===== src/rtl/eth_fc_rx_sideband_gen_if.sv =====
// Sideband RX message handshake bundle (AXI-S style valid/ready).
// Master drives tvalid/tdata, slave drives tready.
interface eth_fc_rx_sideband_gen_if #(
    parameter int W = 9
);
    logic         tvalid;
    logic         tready;
    logic [W-1:0] tdata;

    modport master (output tvalid, output tdata, input tready);
    modport slave  (input tvalid, input tdata, output tready);
endinterface


===== src/rtl/eth_fc_rx_sideband_gen.sv =====
// RX flow-control sideband reporter: turns pause/PFC XOFF levels
// into sideband messages on change, with periodic refresh and coalescing.
module eth_fc_rx_sideband_gen #(
    parameter int NUM_PFC        = 8,
    parameter int REFRESH_CYCLES = 4096,
    parameter int MIN_GAP        = 4
) (
    input  logic                   clk,
    input  logic                   rst_n,
    input  logic                   i_enable,
    input  logic                   i_rx_pause,
    input  logic [NUM_PFC-1:0]     i_rx_pfc,
    eth_fc_rx_sideband_gen_if.master sb,
    output logic [31:0]            o_msg_cnt,
    output logic [15:0]            o_coalesce_cnt
);
    localparam int W  = NUM_PFC + 1;
    localparam int TW = (REFRESH_CYCLES > 1) ? $clog2(REFRESH_CYCLES) : 1;
    localparam int GW = (MIN_GAP > 1) ? $clog2(MIN_GAP) : 1;
    localparam bit REFRESH_EN = (REFRESH_CYCLES != 0);
    localparam logic [TW-1:0] T_LAST =
        TW'((REFRESH_CYCLES > 0) ? REFRESH_CYCLES - 1 : 0);
    localparam logic [GW-1:0] G_LAST =
        GW'((MIN_GAP > 0) ? MIN_GAP - 1 : 0);

    typedef enum logic [1:0] {
        IDLE = 2'd0,
        SEND = 2'd1,
        GAP  = 2'd2
    } state_t;

    state_t         state;
    logic [W-1:0]   cur_q;
    logic [W-1:0]   last_sent;
    logic [W-1:0]   tdata_q;
    logic           tvalid_q;
    logic [TW-1:0]  timer;
    logic [GW-1:0]  gap_cnt;
    logic [31:0]    msg_cnt;
    logic [15:0]    coal_cnt;
    logic [W-1:0]   in_vec;
    logic           changed;
    logic           refresh_due;

    assign in_vec      = {i_rx_pfc, i_rx_pause};
    assign changed     = (cur_q != last_sent);
    assign refresh_due = REFRESH_EN && (|cur_q) && (timer == T_LAST);

    assign sb.tvalid      = tvalid_q;
    assign sb.tdata       = tdata_q;
    assign o_msg_cnt      = msg_cnt;
    assign o_coalesce_cnt = coal_cnt;

    // Input sampling, message FSM, refresh timer and statistics.
    always_ff @(posedge clk) begin
        if (!rst_n) begin
            state     <= IDLE;
            cur_q     <= '0;
            last_sent <= '0;
            tdata_q   <= '0;
            tvalid_q  <= 1'b0;
            timer     <= '0;
            gap_cnt   <= '0;
            msg_cnt   <= '0;
            coal_cnt  <= '0;
        end else begin
            cur_q <= in_vec;
            unique case (state)
                IDLE: begin
                    if (i_enable && (changed || refresh_due)) begin
                        state    <= SEND;
                        tvalid_q <= 1'b1;
                        tdata_q  <= cur_q;
                        timer    <= '0;
                    end else if (cur_q == '0) begin
                        timer <= '0;
                    end else if (i_enable) begin
                        timer <= timer + TW'(1);
                    end
                end
                SEND: begin
                    if (sb.tready) begin
                        last_sent <= tdata_q;
                        msg_cnt   <= msg_cnt + 32'd1;
                        tvalid_q  <= 1'b0;
                        gap_cnt   <= '0;
                        state     <= (MIN_GAP > 0) ? GAP : IDLE;
                    end else if (in_vec != cur_q && coal_cnt != 16'hFFFF) begin
                        // tdata stays frozen; newest cur_q goes out from IDLE
                        coal_cnt <= coal_cnt + 16'd1;
                    end
                end
                GAP: begin
                    if (gap_cnt == G_LAST) begin
                        state <= IDLE;
                    end else begin
                        gap_cnt <= gap_cnt + GW'(1);
                    end
                end
                default: begin
                    state    <= IDLE;
                    tvalid_q <= 1'b0;
                end
            endcase
        end
    end
endmodule


===== src/flat_wrapper.sv =====
// flat-port wrapper written by rule: the top's interface ports become plain ports
module eth_fc_rx_sideband_gen_flat 
#(
    parameter int NUM_PFC        = 8,
    parameter int REFRESH_CYCLES = 4096,
    parameter int MIN_GAP        = 4
)
  (clk, rst_n, i_enable, i_rx_pause, i_rx_pfc, o_msg_cnt, o_coalesce_cnt, sb_tvalid, sb_tdata, sb_tready);
  eth_fc_rx_sideband_gen_if #(.W((8) + 1)) sb_i ();
  input  logic clk;
  input  logic rst_n;
  input  logic i_enable;
  input  logic i_rx_pause;
  input  logic [NUM_PFC-1:0] i_rx_pfc;
  output logic [31:0] o_msg_cnt;
  output logic [15:0] o_coalesce_cnt;
  output wire logic [$bits(sb_i.tvalid)-1:0] sb_tvalid;
  output wire logic [$bits(sb_i.tdata)-1:0] sb_tdata;
  input wire logic [$bits(sb_i.tready)-1:0] sb_tready;
  assign sb_tvalid = sb_i.tvalid;
  assign sb_tdata = sb_i.tdata;
  assign sb_i.tready = sb_tready;
  eth_fc_rx_sideband_gen #(.NUM_PFC(NUM_PFC), .REFRESH_CYCLES(REFRESH_CYCLES), .MIN_GAP(MIN_GAP)) u_core (.clk(clk), .rst_n(rst_n), .i_enable(i_enable), .i_rx_pause(i_rx_pause), .i_rx_pfc(i_rx_pfc), .sb(sb_i), .o_msg_cnt(o_msg_cnt), .o_coalesce_cnt(o_coalesce_cnt));
endmodule

===== config.mk =====
export PLATFORM = sky130hd
export DESIGN_NAME = eth_fc_rx_sideband_gen_flat
export DESIGN_NICKNAME = d
export VERILOG_FILES = /design/src/rtl/eth_fc_rx_sideband_gen_if.sv /design/src/rtl/eth_fc_rx_sideband_gen.sv /design/src/flat_wrapper.sv
export SDC_FILE = /design/constraint.sdc
export NUM_CORES = 1
export LEC_CHECK = 0
export CAP_MARGIN = 10
export CORE_UTILIZATION = 50
export DETAILED_ROUTE_END_ITERATION = 12
export HOLD_SLACK_MARGIN = 0.05
export PLACE_DENSITY = 0.86
export SKIP_CTS_REPAIR_TIMING = 1
export SLEW_MARGIN = 10
export SYNTH_ARGS = -nofsm -noshare
export SYNTH_HDL_FRONTEND = slang
export SYNTH_SLANG_ARGS = --single-unit

===== constraint.sdc =====
create_clock -name clk -period 3.9 [get_ports clk]
set_clock_uncertainty 0.2 [all_clocks]
set_input_delay 0.78 -clock clk [delete_from_list [all_inputs] [get_ports clk]]
set_output_delay 0.78 -clock clk [all_outputs]
set_load 0.005 [all_outputs]

==> key figures, run 1 <==
Status
  • Status: finished, final reports clean

Yosys
  • Post-synth ARST share: 0
  • Cell with the most instances after synthesis: dfxtp_1
  • Register area share after synthesis: 0.450
  • Area leader, netlist: dfxtp_1
  • Synth Net Count: 479
  • Yosys top cell area share: 0.450
  • Gate count after technology mapping: 462
  • Synth Cell Area: between 4000 and 5000 sq um
  • Yosys cell types: 45
  • Syn avg cell area: slightly below 9 sq um
  • Post-synth EDFFs: 0
  • Syn. warnings: 0
  • Most frequent cells after synthesis: 92 x dfxtp_1, 56 x nor2_1, 46 x nand2_1, 36 x xor2_1, 26 x xnor2_1
  • Prevailing post-synth register cell: dfxtp_1
  • Area contributors post-synth: dfxtp_1 45%, xor2_1 7.7%, xnor2_1 5.6%, nor2_1 5.1%, nand2_1 4.2%
  • Synthesis-stage register bit count: 92

Worst setup path
  • CP Max Fanout: 7
  • Startpoint Class: input port
  • Worst-path cell chain: clkdlybuf4s50_1 > and3b_1 > nand4_2 > nor3_1 > nand4_1 > xnor2_1 > and2_1
  • Crit path max-delay family: simple AND/OR/NAND/NOR gates
  • Buf/Inv on CP: 1
  • Slowest cell on the critical path: clkdlybuf4s50_1
  • Crit path required time: 3950 ps
  • Endpoint class of the critical path: flop
  • Type of the worst setup path: input port to flop
  • Arrival @ worst endpoint: 2900 ps
  • Largest stage delay on the critical path: between 500 and 600 ps

CTS
  • Root Buffer Master: clkbuf_8
  • Clock sinks: 92
  • Clock tree buffer depth: 2
  • Clock Latency Late Sink: between 300 and 400 ps
  • CTS tree: done
  • CTS H-tree lvls: 3
  • Clock transition at path regs: about 90 ps
  • CTS buffer count: 9

GRT
  • Largest net degree at the start of global routing: 42
  • Vias in the first global route: 3261
  • Overflow after GRT: 0
  • Initial antenna violation count: 0
  • All-Layer GR Usage: 0.209
  • First-pass GRT wire length: about 14 mm

Final layout
  • Number of fill cells in the layout: 646
  • Multi-input gate area: 2130 sq um
  • Area delta synth->final: 24.1%
  • Post-layout util: 0.650
  • Post-layout nets: 546
  • Share of post-route cells with drive strength above 1: 0.0581
  • Sequential cell area: about 1800 sq um
  • Diode count: 0

Power
  • PD cells: 355 nW/um^2
  • Static leakage: ~0.0018 uW
  • Maximum VDD drop: 0.224 mV

Detailed routing
  • Initial drt markers: 142
  • Vias: 3434
  • Post-route ant nets: 0
  • # DRC: 0
  • Final wirelength: 8.47 mm
  • DRT Pass-1 Iters: 4
  • Vias per inst: 5.40
  • WL/cell: 13.3 microns

Die
  • Io pins: between 70 and 80
  • Core ar.: 7810 sq um
  • Die W: 92.4 microns
  • Die H: roughly 90 microns
  • Initial core utilization: 0.524
  • Die footprint: approximately 8500 sq um
  • Std cell rows: 32

Timing
  • Least-Margin Pin Slew: 885 ps
  • RSZ-0062 raised after global routing: false
  • Max Clock Freq: 0.351 GHz
  • Max-slew violation count: 0
  • Max_slew headroom: 0.409
  • Final worst path period need: roughly 2800 ps
  • Final Hold Fails: 0
  • Setup-failing EPs final: 0
  • Setup TNS: 0 ps
  • Tcrit/Tclk final: 0.730

Placement
  • RePlAce Congestion: ~0.86
  • Port Buffers: 70
  • HPWL Detailed: approximately 6.1 mm

Min path
  • Worst Hold Class: flop to flop

Flow run
  • # Max-Cap Violations: 0
[routing by layer]
metal  share of wire  GRT usage
met5               0          0
met4           0.015     0.0716
met3           0.034     0.0460
met2            0.49      0.365
met1            0.46      0.253
[per-stage QoR]
stage,total power [uW],cell area (sq um),hold WS (ps),worst slack [ps],instances
finish,1800,5080,272,1050,636
global route,1870,5080,294,958,636
CTS,1810,5080,276,1100,636
detailed placement,1130,4860,260,726,620
global placement,1130,4860,254,859,620
floorplan,1080,4090,248,1560,462
[flip-flops by register name (all words and copies together) (netlist names), 2 cells and up]
signal	count
u_core.sb.tdata	9
u_core.state	2
u_core.last_sent	9
u_core.timer	12
u_core.o_msg_cnt	32
u_core.gap_cnt	2
u_core.o_coalesce_cnt	16
u_core.cur_q	9
[cells in the final DEF, fill, tap and decap left out, drive strengths merged, types with 4 or more instances in the layout]
master and count:
and3 7, nor4 6, buf 4, xnor2 26, and2 18, nor2 56
nand2 46, or3 10, nor3 21, inv 9, ha 4, mux2i 11
o21ai 11, nand3 23, and4 4, xor2 36, clkbuf 10, a21oi 24
clkdlybuf4s50 70, nand4 20, dfxtp 92
[cell type report]
class                   count  share of cell area
multi-input cells         343               0.419
flip-flops and latches     92               0.363
repair buffers             74               0.144
clock buffers              10              0.0251
well taps                 102              0.0251
clock inverters             6              0.0175
inverters                   9             0.00666
[path summary, 6_finish.rpt]
path	cells past startpoint	from	end	slack, ps
min reg2reg	2	u_core.sb.tdata[3]	u_core.last_sent[3]	270
min	2	u_core.sb.tdata[3]	u_core.last_sent[3]	270
max	7	sb_tready	u_core.o_msg_cnt[26]	1050
max reg2reg	6	u_core.timer[0]	u_core.timer[11]	1450
[worst register-to-register path, cell delays in order, from the launching register on]
cell and delay, ps:
dfxtp_1 390, ha_1 200, nand4_1 90, or3_1 330
a21bo_2 250, a21boi_1 710, nor3_1 120
[power by group]
part | internal (uW) | total (uW) | switching (uW) | leakage [uW]
clock | 361 | 691 | 330 | 0.000102
sequential | 956 | 979 | 22.2 | 0.000745
combinational | 61.3 | 131 | 70.1 | 0.000969
[kinds of logic after synthesis]
logic type	after synthesis	synth area share
buffers and inverters	27	0.0300
flip-flops	92	0.450
XOR/XNOR	62	0.133
AND/OR/NAND/NOR	220	0.279
multiplexers	11	0.0269
adder cells (fa/ha/maj)	4	0.0122
AO/OA/AOI/OAI	46	0.0685
(Power assumes the default switching activity.)
==> inputs of run 2 (changes only) <==
- CORE_UTILIZATION: 50 -> 48
- clock period: 3.9 -> 2.29 ns (I/O delays scaled with it)
==> key figures, run 2 (synthesis gave the netlist of run 1 again) <==
Status
  • Status: finished, final reports clean

Worst setup path
  • Setup slack, reg-to-reg: roughly 180 ps
  • Capturing point of the worst reg2reg path: u_core.o_msg_cnt[26]
  • Crit path required time: between 2000 and 2500 ps
  • Startpoint Class: input port
  • Endpoint class of the critical path: flop
  • Critical R2R Launch: u_core.o_msg_cnt[11]
  • CP startpoint: i_rx_pause
  • Crit path to: u_core.o_coalesce_cnt[10]
  • Type of the worst setup path: input port to flop
  • Arrival @ worst endpoint: ~2200 ps
  • CP Max Fanout: 5
  • Worst Reg-to-Reg Cells: 7

Timing
  • Max Clock Freq: 0.454 GHz
  • Tcrit/Tclk final: 0.961
  • Least-Margin Pin Slew: 488 ps
  • Final worst path period need: around 2200 ps
  • Max_slew headroom: 0.672
  • RSZ-0062 raised after global routing: false
  • Max-slew violation count: 0
  • Final Hold Fails: 0
  • Setup-failing EPs final: 0
  • Setup TNS: 0 ps
  • Setup ws final: 88.6 ps

CTS
  • Clock transition at path regs: 90 ps
  • Clock Latency Late Sink: 360 ps
  • CTS H-tree lvls: 3
  • Root Buffer Master: clkbuf_8
  • CTS buffer count: 9
  • Clock sinks: 92
  • Clock tree buffer depth: 2
  • CTS tree: done

Die
  • Die footprint: 8890 sq um
  • Initial core utilization: 0.498
  • Io pins: 71
  • Core ar.: 8220 sq um
  • Std cell rows: 33
  • Die W: 94.3 microns
  • Die H: approximately 94 microns

Placement
  • Post-DP Area: 5030 sq um
  • Port Buffers: 70
  • RePlAce Congestion: 0.887
  • HPWL Detailed: approximately 6.4 mm
  • Post-Place Setup Slack: -293 ps

Final layout
  • Final instance area: 5240 sq um
  • Multi-input gate area: 2140 sq um
  • Share of post-route cells with drive strength above 1: 0.0993
  • Number of fill cells in the layout: 680
  • Commonest cells after routing, fill and taps aside: 91 x dfxtp_1, 70 x clkdlybuf4s50_1, 56 x nor2_1
  • Area delta synth->final: 28.1%
  • Max FFs per register: 32
  • Diode count: 0
  • Sequential cell area: 1840 sq um
  • Commonest non-fill, non-tap cell in the layout: dfxtp_1
  • Post-layout nets: 566

GRT
  • Most Crowded Layer GR: met2
  • First-pass GRT wire length: approximately 15 mm
  • Overflow after GRT: 0
  • Initial antenna violation count: 0
  • Met1 Use GR: 0.258
  • All-Layer GR Usage: 0.208
  • Met3 Usage GRT: 0.0437
  • Vias in the first global route: around 3300
  • GR Layer Usage met2: 0.355
  • Largest net degree at the start of global routing: 46

Detailed routing
  • Post-route ant nets: 0
  • # DRC: 0
  • Vias per inst: 5.33
  • Final wirelength: between 8 and 9 mm
  • Vias: roughly 3500
  • WL/cell: 13.2 microns
  • DRT Pass-1 Iters: 4
  • Initial drt markers: ~170

Power
  • PD cells: about 580 nW/um^2
  • Comb pwr share: 0.086
  • Switch share: 0.248
  • Pint: 2270 uW
  • Static leakage: ~0.0019 uW
  • Sequential power share: 0.551
  • Maximum VDD drop: approximately 0.35 mV
  • Clk pwr share: 0.363
  • Net Switching: 749 uW

Flow run
  • # Max-Cap Violations: 0

Min path
  • Worst Hold Class: flop to flop
## run 2: cell types whose count changed in the layout (fill, tap and decap cells not counted), sizes merged
cell	before	now
bufinv	2	1
inv	9	11
clkinv	2	0
buf	4	24
clkinvlp	2	3
## run 2: cell type report
type,count,share of cell area
clock buffers,10,0.0244
clock inverters,6,0.0134
inverters,9,0.00645
multi-input cells,343,0.408
flip-flops and latches,92,0.352
well taps,105,0.0251
repair buffers,94,0.171
## run 2: how the worst min path moves through the flow
stage,from,depth (start not counted),slack [ps],to
2_1_floorplan,u_core.last_sent[1],2,250,u_core.last_sent[1]
3_3_place_gp,u_core.last_sent[2],2,250,u_core.last_sent[2]
3_5_place_dp,u_core.last_sent[7],2,260,u_core.last_sent[7]
4_1_cts,u_core.last_sent[6],2,280,u_core.last_sent[6]
5_1_grt,u_core.last_sent[6],2,300,u_core.last_sent[6]
6_report,u_core.sb.tdata[4],2,280,u_core.last_sent[4]
## run 2: per-layer routing
metal,wire length (microns),vias up
met5,0,-
met4,111,0
met3,326,9
met2,4280,81
met1,3990,1663
li1,-,1759
## run 2: power groups by stage
stage	Combinational, uW	Sequential (uW)	Clock [uW]
2_1_floorplan	152	1690	0
3_5_place_dp	256	1700	0
5_1_grt	287	1670	1180
4_1_cts	258	1660	1110
3_3_place_gp	250	1700	0
6_report	261	1660	1100
## run 2: critical path, stage by stage
cell             delay, ps
clkdlybuf4s50_1        440
xor2_1                 160
nor4_1                 470
a31oi_4                160
nand3_1                220
buf_4                  150
nor4_1                  30
o21bai_1               150
## run 2: stage by stage
stage | std cells | hold WS, ps | power (uW) | utilization
detailed placement | 643 | 265 | 1960 | 0.612
global placement | 643 | 254 | 1950 | 0.612
finish | 659 | 281 | 3020 | 0.638
floorplan | 462 | 248 | 1850 | -
CTS | 659 | 281 | 3030 | 0.636
global route | 659 | 300 | 3140 | 0.638
==> inputs of run 3 (changes only) <==
==> constraint.sdc (replaced) <==
create_clock -name clk -period 2.29 [get_ports clk]
set_clock_uncertainty 0.2 [all_clocks]
set_input_delay 0.458 -clock clk [delete_from_list [all_inputs] [get_ports clk]]
set_output_delay 0.458 -clock clk [all_outputs]
set_load 0.1 [all_outputs]
==> key figures, run 3 (synthesis gave the netlist of run 1 again) <==
Min path
  • Hold Path Depth: 2
  • Worst Hold Class: flop to flop

Worst setup path
  • Largest stage delay on the critical path: 470 ps
  • Most used cell, CP: nand4_1
  • Worst Reg-to-Reg Cells: 7
  • Crit path max-delay family: simple AND/OR/NAND/NOR gates
  • Endpoint class of the critical path: flop
  • Startpoint Class: flop
  • CP Depth: 7
  • Worst-path cell chain: xnor2_1 > nand4_1 > nor4_1 > a21bo_2 > buf_4 > nand4_1 > a211oi_1
  • Slowest cell on the critical path: nor4_1
  • Buf/Inv on CP: 1
  • Crit path required time: 2360 ps
  • Type of the worst setup path: flop to flop
  • Arrival @ worst endpoint: 2220 ps
  • CP Max Fanout: 4

Placement
  • HPWL Detailed: ~6.6 mm
  • Post-DP Area: 4960 sq um
  • Port Buffers: 70
  • Post-Place Setup Slack: -317 ps
  • RePlAce Congestion: 0.804

Timing
  • Tcrit/Tclk final: 0.941
  • Setup TNS: 0 ps
  • Max Clock Freq: 0.464 GHz
  • RSZ-0062 raised after global routing: false
  • Max-slew violation count: 0
  • Least-Margin Pin Slew: 609 ps
  • Setup ws final: 135 ps
  • Setup-failing EPs final: 0
  • Final worst path period need: 2160 ps
  • Max_slew headroom: 0.590
  • Final Hold Fails: 0

CTS
  • Clock sinks: 92
  • CTS H-tree lvls: 3
  • Root Buffer Master: clkbuf_8
  • Clock tree buffer depth: 2
  • Clock transition at path regs: 90 ps
  • CTS tree: done
  • Clock Latency Late Sink: 360 ps
  • CTS buffer count: 9

GRT
  • Vias in the first global route: 3298
  • Initial antenna violation count: 0
  • Most Crowded Layer GR: met2
  • All-Layer GR Usage: 0.211
  • Met1 Use GR: 0.256
  • Met3 Usage GRT: 0.0380
  • Largest net degree at the start of global routing: 57
  • GR Layer Usage met2: 0.362
  • First-pass GRT wire length: 14.8 mm
  • Overflow after GRT: 0

Status
  • Status: finished, final reports clean

Die
  • Core ar.: approximately 8200 sq um
  • Initial core utilization: 0.498
  • Std cell rows: 33
  • Io pins: 71
  • Die footprint: ~9000 sq um
  • Die H: about 94 microns
  • Die W: 94.3 microns

Detailed routing
  • Vias: between 3000 and 4000
  • WL/cell: 13.7 microns
  • Initial drt markers: 119
  • Vias per inst: about 5.3
  • # DRC: 0
  • Final wirelength: between 9 and 10 mm
  • DRT Pass-1 Iters: 4
  • Post-route ant nets: 0

Final layout
  • Number of fill cells in the layout: 694
  • Max FFs per register: 32
  • Share of post-route cells with drive strength above 1: 0.269
  • Post-layout util: 0.629
  • Commonest cells after routing, fill and taps aside: 79 x buf_4, 56 x nor2_1, 55 x dfxtp_1
  • Commonest non-fill, non-tap cell in the layout: buf_4
  • Final instance area: between 5000 and 6000 sq um
  • Diode count: 0
  • Area delta synth->final: 26.3%
  • Post-layout nets: 565

Power
  • Total Power: 3060 uW
  • PD cells: 592 nW/um^2
  • Maximum VDD drop: roughly 0.37 mV
  • Static leakage: 0.00205 uW

Flow run
  • # Max-Cap Violations: 0
## run 3: changes by cell type in the layout (fill, tap and decap cells not counted), moves of 2 or more
cell | before | now
dfxtp_4 | 0 | 10
dfxtp_2 | 1 | 27
clkdlybuf4s50_1 | 70 | 12
clkinvlp_4 | 3 | 1
buf_4 | 22 | 79
dfxtp_1 | 91 | 55
## run 3: worst paths after layout
| kind | startpoint | end | slack (ps) |
|---|---|---|---|
| max | u_core.cur_q[8] | u_core.timer[7] | 130 |
| min | u_core.sb.tdata[8] | u_core.last_sent[8] | 270 |
| max reg2reg | u_core.cur_q[8] | u_core.timer[7] | 130 |
| min reg2reg | u_core.sb.tdata[8] | u_core.last_sent[8] | 270 |
## run 3: metal layers
metal  vias up  wire (microns)
met1      1671            4100
li1       1752               -
met5         -               0
met3        14             265
met4         0             167
met2        57            4470
## run 3: cell type report
class,instances,area (sq um),area share
clock buffers,12,166,0.0322
clock inverters,4,27.5,0.00533
inverters,9,33.8,0.00654
multi-input cells,343,2140,0.415
flip-flops and latches,92,1910,0.370
well taps,105,131,0.0254
repair buffers,93,753,0.146
## run 3: tightest hold or removal path: stages (launching register included)
cell and delay, ps:
dfxtp_1 330, nand2_1 70, a21oi_1 50
## run 3: power breakdown
part / internal [uW] / total [uW] / switching, uW
clock network: 494 / 1060 / 562
logic: 125 / 352 / 227
registers: 1620 / 1650 / 35.2
total: 2240 / 3060 / 824
## run 3: through the flow
stage          cells  hold slack [ps]
2_1_floorplan    462              248
3_3_place_gp     642              255
3_5_place_dp     642              264
4_1_cts          658              264
5_1_grt          658              296
6_report         658              272
